### src/rtl/req_delay_pkg.sv
// Shared types and constants for the programmable-latency request responder.
package req_delay_pkg;

    typedef enum logic {
        IDLE   = 1'b0,
        ACTIVE = 1'b1
    } state_t;

    localparam int unsigned DEFAULT_DELAY = 2;

    function automatic int unsigned delay_w(input int unsigned max_delay);
        return $clog2(max_delay + 1);
    endfunction

endpackage

### src/rtl/req_delay_line.sv
// One-bit shift stages with a variable insert tap; stage 0 is the response output.
module req_delay_line #(
    parameter int unsigned MAX_DELAY = 8,
    parameter int unsigned DELAY_W   = 4
) (
    input  logic               clk,
    input  logic               rst,
    input  logic               clear,
    input  logic               ins,
    input  logic [DELAY_W-1:0] tap,
    output logic               b,
    output logic               empty_next
);

    logic [MAX_DELAY-1:0] stage_q;
    logic [MAX_DELAY-1:0] stage_d;
    logic [MAX_DELAY-1:0] shifted;
    int unsigned          tap_i;

    // Clear happens before insert, so a request arriving with clear still lands at the tap.
    always_comb begin
        stage_d = '0;
        shifted = stage_q >> 1;
        tap_i   = {{(32-DELAY_W){1'b0}}, tap};
        for (int unsigned i = 0; i < MAX_DELAY; i++) begin
            if (i + 1 == tap_i) begin
                stage_d[i] = ins;
            end else if (!clear && (i + 1 < tap_i)) begin
                stage_d[i] = shifted[i];
            end
        end
    end

    assign empty_next = (stage_d == '0);
    assign b          = stage_q[0];

    always_ff @(posedge clk) begin
        if (rst) begin
            stage_q <= '0;
        end else begin
            stage_q <= stage_d;
        end
    end

endmodule

### src/rtl/req_delay_responder.sv
// Request responder: each sampled `a` yields one `b` pulse D edges later, with
// runtime latency reconfiguration, flush, outstanding count and response counter.
module req_delay_responder #(
    parameter int unsigned MAX_DELAY     = 8,
    parameter int unsigned DEFAULT_DELAY = req_delay_pkg::DEFAULT_DELAY,
    parameter int unsigned CNT_W         = 16,
    localparam int unsigned DELAY_W      = req_delay_pkg::delay_w(MAX_DELAY)
) (
    input  logic               clk,
    input  logic               rst,
    input  logic               a,
    input  logic               flush,
    input  logic               cfg_we,
    input  logic [DELAY_W-1:0] cfg_delay,
    output logic               b,
    output logic               busy,
    output logic [DELAY_W-1:0] pending,
    output logic [CNT_W-1:0]   resp_cnt,
    output logic               cfg_err,
    output logic [DELAY_W-1:0] delay_q
);

    import req_delay_pkg::*;

    localparam logic [DELAY_W-1:0] MAX_D = DELAY_W'(MAX_DELAY);
    localparam logic [DELAY_W-1:0] DEF_D = DELAY_W'(DEFAULT_DELAY);

    state_t             state_q;
    state_t             state_d;
    logic               line_b;
    logic               line_empty_next;
    logic               cfg_accept;
    logic               cfg_reject;
    logic [DELAY_W-1:0] pending_d;

    req_delay_line #(
        .MAX_DELAY (MAX_DELAY),
        .DELAY_W   (DELAY_W)
    ) u_line (
        .clk        (clk),
        .rst        (rst),
        .clear      (flush),
        .ins        (a),
        .tap        (delay_q),
        .b          (line_b),
        .empty_next (line_empty_next)
    );

    always_comb begin
        state_d = state_q;
        case (state_q)
            IDLE: begin
                if (a) state_d = ACTIVE;
            end
            ACTIVE: begin
                if (flush && !a)          state_d = IDLE;
                else if (line_empty_next) state_d = IDLE;
            end
            default: state_d = IDLE;
        endcase
    end

    // Latency may only change while the line is empty, so no bit ever sits above the tap.
    always_comb begin
        cfg_accept = cfg_we && !flush && (state_q == IDLE) && !a &&
                     (cfg_delay != '0) && (cfg_delay <= MAX_D);
        cfg_reject = cfg_we && !cfg_accept;
    end

    // Outstanding count covers every set stage, including the one currently driving `b`.
    always_comb begin
        pending_d = pending;
        if (flush) begin
            pending_d = DELAY_W'(a);
        end else if (a && !line_b) begin
            pending_d = pending + DELAY_W'(1);
        end else if (!a && line_b) begin
            pending_d = pending - DELAY_W'(1);
        end
    end

    always_ff @(posedge clk) begin
        if (rst) begin
            state_q  <= IDLE;
            delay_q  <= DEF_D;
            pending  <= '0;
            resp_cnt <= '0;
            cfg_err  <= 1'b0;
        end else begin
            state_q <= state_d;
            pending <= pending_d;
            cfg_err <= cfg_reject;
            if (cfg_accept) delay_q <= cfg_delay;
            if (line_b && (resp_cnt != '1)) resp_cnt <= resp_cnt + CNT_W'(1);
        end
    end

    assign b    = line_b;
    assign busy = (state_q == ACTIVE);

endmodule

### config.mk
export PLATFORM = sky130hd
export DESIGN_NAME = req_delay_responder
export DESIGN_NICKNAME = d
export VERILOG_FILES = /design/src/rtl/req_delay_pkg.sv /design/src/rtl/req_delay_line.sv /design/src/rtl/req_delay_responder.sv
export SDC_FILE = /design/constraint.sdc
export NUM_CORES = 1
export LEC_CHECK = 0
export CAP_MARGIN = 20
export CORE_UTILIZATION = 56
export CTS_CLUSTER_DIAMETER = 80
export DETAILED_ROUTE_END_ITERATION = 10
export DONT_BUFFER_PORTS = 1
export PLACE_DENSITY = 0.71
export SLEW_MARGIN = 20
export SYNTH_ARGS = -nofsm -noshare
export SYNTH_HDL_FRONTEND = slang
export SYNTH_SLANG_ARGS = --single-unit
### constraint.sdc
create_clock -name clk -period 5.6 [get_ports clk]
set_input_delay 1.68 -clock clk [delete_from_list [all_inputs] [get_ports clk]]
set_output_delay 1.68 -clock clk [all_outputs]
set_load 0.02 [all_outputs]
== Yosys cells after proc, flatten, opt, wreduce, memory -nomap -nowiden ==
Index checks and enable logic that the tools add are counted.
Storage, ports and cells
  bits of input ports: 9
  flip-flop bits (word level): 34
Operators by class
  reduce and logical (&&, ||, !) cells: 26
  bitwise operators: 1
  equality and inequality tests: 9
  magnitude comparators: 8
  add/subtract/negate cells: 3
  muxes and demuxes: 22
Operators by type and width (count)
  1-bit 2-to-1 mux: 19
  1-bit logical AND: 17
  16-bit by 1-bit adder with 16-bit output, second input constant: 1
  3-bit by 4-bit equality test with 1-bit output, first input constant: 4
  3-bit by 4-bit < comparator with 1-bit output, first input constant: 4
  16-bit inequality test, second input constant: 1
  2-bit by 4-bit equality test with 1-bit output, first input constant: 2
  8-bit zero test: 1
  2-bit by 4-bit < comparator with 1-bit output, first input constant: 2
  4-bit 2-to-1 mux: 2
  4-bit by 1-bit adder with 4-bit output, second input constant: 1
  1-bit by 4-bit equality test with 1-bit output, first input constant: 1
  4-bit equality test, first input constant: 1
  4-bit less-or-equal comparator, second input constant: 1
  1-bit zero test: 4
  1-bit by 4-bit < comparator with 1-bit output, first input constant: 1
  4-bit nonzero test: 1
  4-bit by 1-bit subtractor with 4-bit output, second input constant: 1
  3-bit nonzero test: 1
  1-bit one-hot mux with 2 select lines: 1
  2-bit nonzero test: 1
  2-bit OR reduction: 1
  1-bit NOT: 1

== Depth between registers and ports, before layout ==
  depth in word-level cells: 8
  gate-level depth with buffers: 8
  gate-level depth less buffers: 8

== Modules after synthesis ==
Synthesis repeated with hierarchy kept, for this count alone.
Unflattened totals
  cells, all modules: 204
  area total of the unflattened synthesis: 1781.7 µm²
Modules (own cells, without submodules)
  req_delay_responder: seq. area each 520.5 µm², times used 1, cells an instance 148, area an instance 1332.5 µm²
  req_delay_line: seq. area each 160.2 µm², times used 1, cells an instance 56, area an instance 449.2 µm²

== Worst setup path before layout ==
Ideal clock, no wire load.
  path kind: input-to-reg
  from: input a
  to: register delay_q[1]
  stages: 5
  arrival: 3.052 ns
  setup slack: 2.428 ns
  path buffers: 1
  cells stage by stage: clkbuf_1 > or4b_1 > nor3_2 > nor2b_1 > a211o_1
Between the ends
  cells in the longest elaborated chain, start to end: 4
Ends and longest elaborated chain
  start, declared: line req_delay_responder.sv:11  | input logic a,
  1-bit zero test: line req_delay_responder.sv:65  | cfg_accept = cfg_we && !flush && (state_q == IDLE) && !a &&
  1-bit logical AND (2 in a row): line req_delay_responder.sv:65
  1-bit logical AND: line req_delay_responder.sv:66  | (cfg_delay != '0) && (cfg_delay <= MAX_D);
  end signal, assigned: line req_delay_responder.sv:93  | if (cfg_accept) delay_q <= cfg_delay;
  end, declared: line req_delay_responder.sv:20  | output logic [DELAY_W-1:0] delay_q
No other way between the ends.
A chain may end at the register's enable or synchronous reset.

== Worst setup path in the final report ==
  from: register delay_q[1]
  to: output delay_q[1]
No word-level cell between the ends.

==> impl_metrics.tcl <==
set metrics [dict create \
    outcome "finished, final reports clean" \
    postCtsSetupRepairBufs 0 \
    seq_area_frac_synth_pct 36.9 \
    insertion_delay_ns 0.34 \
    maxCapViolCount 0 \
    diodes 0 \
    setup_tns_ns 0 \
    finalSetupViolations 0 \
    portBuffers 0 \
    synth_edf_count 0 \
    ys.flop_type "dfxtp_1" \
    critical_path.max_fanout 15 \
    antenna_found_initial 0 \
    drc 0 \
    synth_seq_cells 34 \
    wl_um 3740 \
    arrival_ns 1.12 \
    cts_tree "done" \
    synthTopCellsByArea "dfxtp_1, a21oi_1, nor2_1" \
    dpl.hpwl_um 2570 \
    fin_crit_sh_pct 49.9 \
    synth_cells 221 \
    slew_violations 0 \
    ys_types 47 \
    synth_largest_area_cell "dfxtp_1" \
    dieWidth_um 59.4 \
    rsz0062_at_grt "no" \
    yosysWarnings 0 \
    totalPowerFinal_mw 0.522 \
    grt_pass1_wl_um 6460 \
    final_nets 232 \
    power.leakage_nw 0.647 \
    synth-async-reset-ratio_pct 0 \
    viasPerCell 6.19 \
    hp-class "reg -> reg" \
    dieArea_mm2 0.00352 \
    fmax_mhz 358 \
    track_usage_pct 24.1 \
    hold_viol 0 \
    ios 36 \
    die_h_um 59.4 \
    skew_ns 0.00935 \
    fillCellCount 270 \
    finish.utilization_pct 63.9 \
    cp.required_ns 3.92 \
    avgSynthCellArea_um2 8.34 \
    grt_pass1_vias 1415 \
    grt_overflow_total 0 \
    clk_pin_slew_ns 0.11 \
    p_per_area_mw_per_mm2 265 \
    grt_start_max_net_pins 36 \
    syn_nets 236 \
    drive_gt1_share_pct 7.80 \
    cts_hold_buffers 0 \
    cts_made_buffers 5 \
    crit_type "reg -> out" \
    worstMarginPinSlew_ns 0.831 \
    cts_max_path_buffers 2 \
    synth_most_common_cell "dfxtp_1" \
    netlist_area_mm2 0.00184 \
    critical_path.endpoint_type "primary output" \
    core_area_mm2 0.00308 \
    rows 20 \
    clock_sinks 34 \
    ir_drop_v 0.000188 \
    timing.final.crit_period_ns 2.80 \
    place_congestion 0.844 \
    whs_ns 0.489 \
    cts_root_buf "clkbuf_4" \
    htree_levels 2 \
    post_cts_resized 0 \
    ant_nets 0 \
    drtPass1Iterations 4 \
    post-synth-top-area-fraction_pct 36.9 \
    area_growth_syn_to_layout_pct 6.72 \
    wl_per_cell_um 14.3 \
    drtIter0Drc 96 \
    startpoint_type "register" \
    slew_headroom_pct 44.4 \
    num_vias 1622 \
    synth_commonest_cells "dfxtp_1, a21oi_1, nor2_1" \
    initial_utilization_pct 59.9 \
]
[stage by stage]
step | cells | instance area (µm²) | setup WS [ns]
5_1_grt | 262 | 1970 | 2.71
6_report | 262 | 1970 | 2.80
4_1_cts | 262 | 1970 | 2.82
2_1_floorplan | 221 | 1840 | 2.43
3_5_place_dp | 254 | 1860 | 2.49
3_3_place_gp | 254 | 1860 | 2.53
[layout make-up]
class                           instances  area [µm²]  area share, %
Clock inverter                          2        60.1           3.05
Multi-Input combinational cell        165        1080           54.8
Tap cell                               44        55.1           2.80
Inverter                               11        41.3           2.10
Clock buffer                            6        51.3           2.61
Sequential cell                        34         681           34.6
[layer usage]
layer  GRT usage (%)  up-vias  part of all wire (%)
li1                -      811                     -
met1            33.4      770                    49
met2            35.8       37                    45
met3            7.86        4                   5.4
met4            6.80        0                  0.91
met5               0        -                     0
[state kept, by name (all words and copies together), names as in the netlist]
register,cells
delay_q,4
pending,4
busy,1
u_line.stage_q,8
resp_cnt,16
cfg_err,1
[where the power goes]
group	leakage (nW)	internal, mW	switching (mW)
Sequential	0.275	0.246	0.0113
Combinational	0.313	0.0151	0.0141
Clock	0.0585	0.151	0.0841
Total	0.647	0.412	0.110
[placed cells by master, fill, tap and decap left out, types with 2 or more instances in the layout]
master,synthesis,routed
a21oi_1,21,21
nor2_1,21,21
ha_1,5,5
nand4_1,3,3
nor4_1,4,4
a31oi_1,2,2
bufinv_16,0,2
o21ai_0,14,14
or4_2,2,2
dfxtp_1,34,34
a2bb2oi_1,3,3
a221oi_1,2,2
nor3_1,10,10
nand2b_1,3,3
clkbuf_4,0,5
nor2b_1,4,4
nand3b_1,2,2
xnor2_1,2,2
mux2i_1,7,7
or4_1,4,4
nor3b_1,2,2
a211oi_1,3,3
or3_1,5,5
inv_1,11,11
nand3_1,10,10
o31ai_1,6,6
nand2_1,9,9
o21a_1,2,2
[cell families (layout without fill, tap and decap cells)]
group	count (synthesis)	after routing	share of synthesized area [%]
xor+xnor	3	3	1.43
fa+ha+maj	6	6	4.48
compound gates	62	62	21.9
buf+inv	22	19	4.55
mux	7	7	3.80
simple gates	87	87	26.9
flops	34	34	36.9
[worst paths after layout]
path                                                   start                            to  slack [ns]  cells past startpoint
worst max-delay path                 delay_q[1]$_SDFFE_PP1P_                    delay_q[1]        2.80                      0
worst min-delay path            u_line.stage_q[4]$_SDFF_PP0_  u_line.stage_q[3]$_SDFF_PP0_        0.49                      2
worst max register to register      resp_cnt[0]$_SDFFE_PP0P_      resp_cnt[3]$_SDFFE_PP0P_        3.12                      5
worst min register to register  u_line.stage_q[4]$_SDFF_PP0_  u_line.stage_q[3]$_SDFF_PP0_        0.49                      2
No activity file was read; power rests on OpenSTA's default activity.
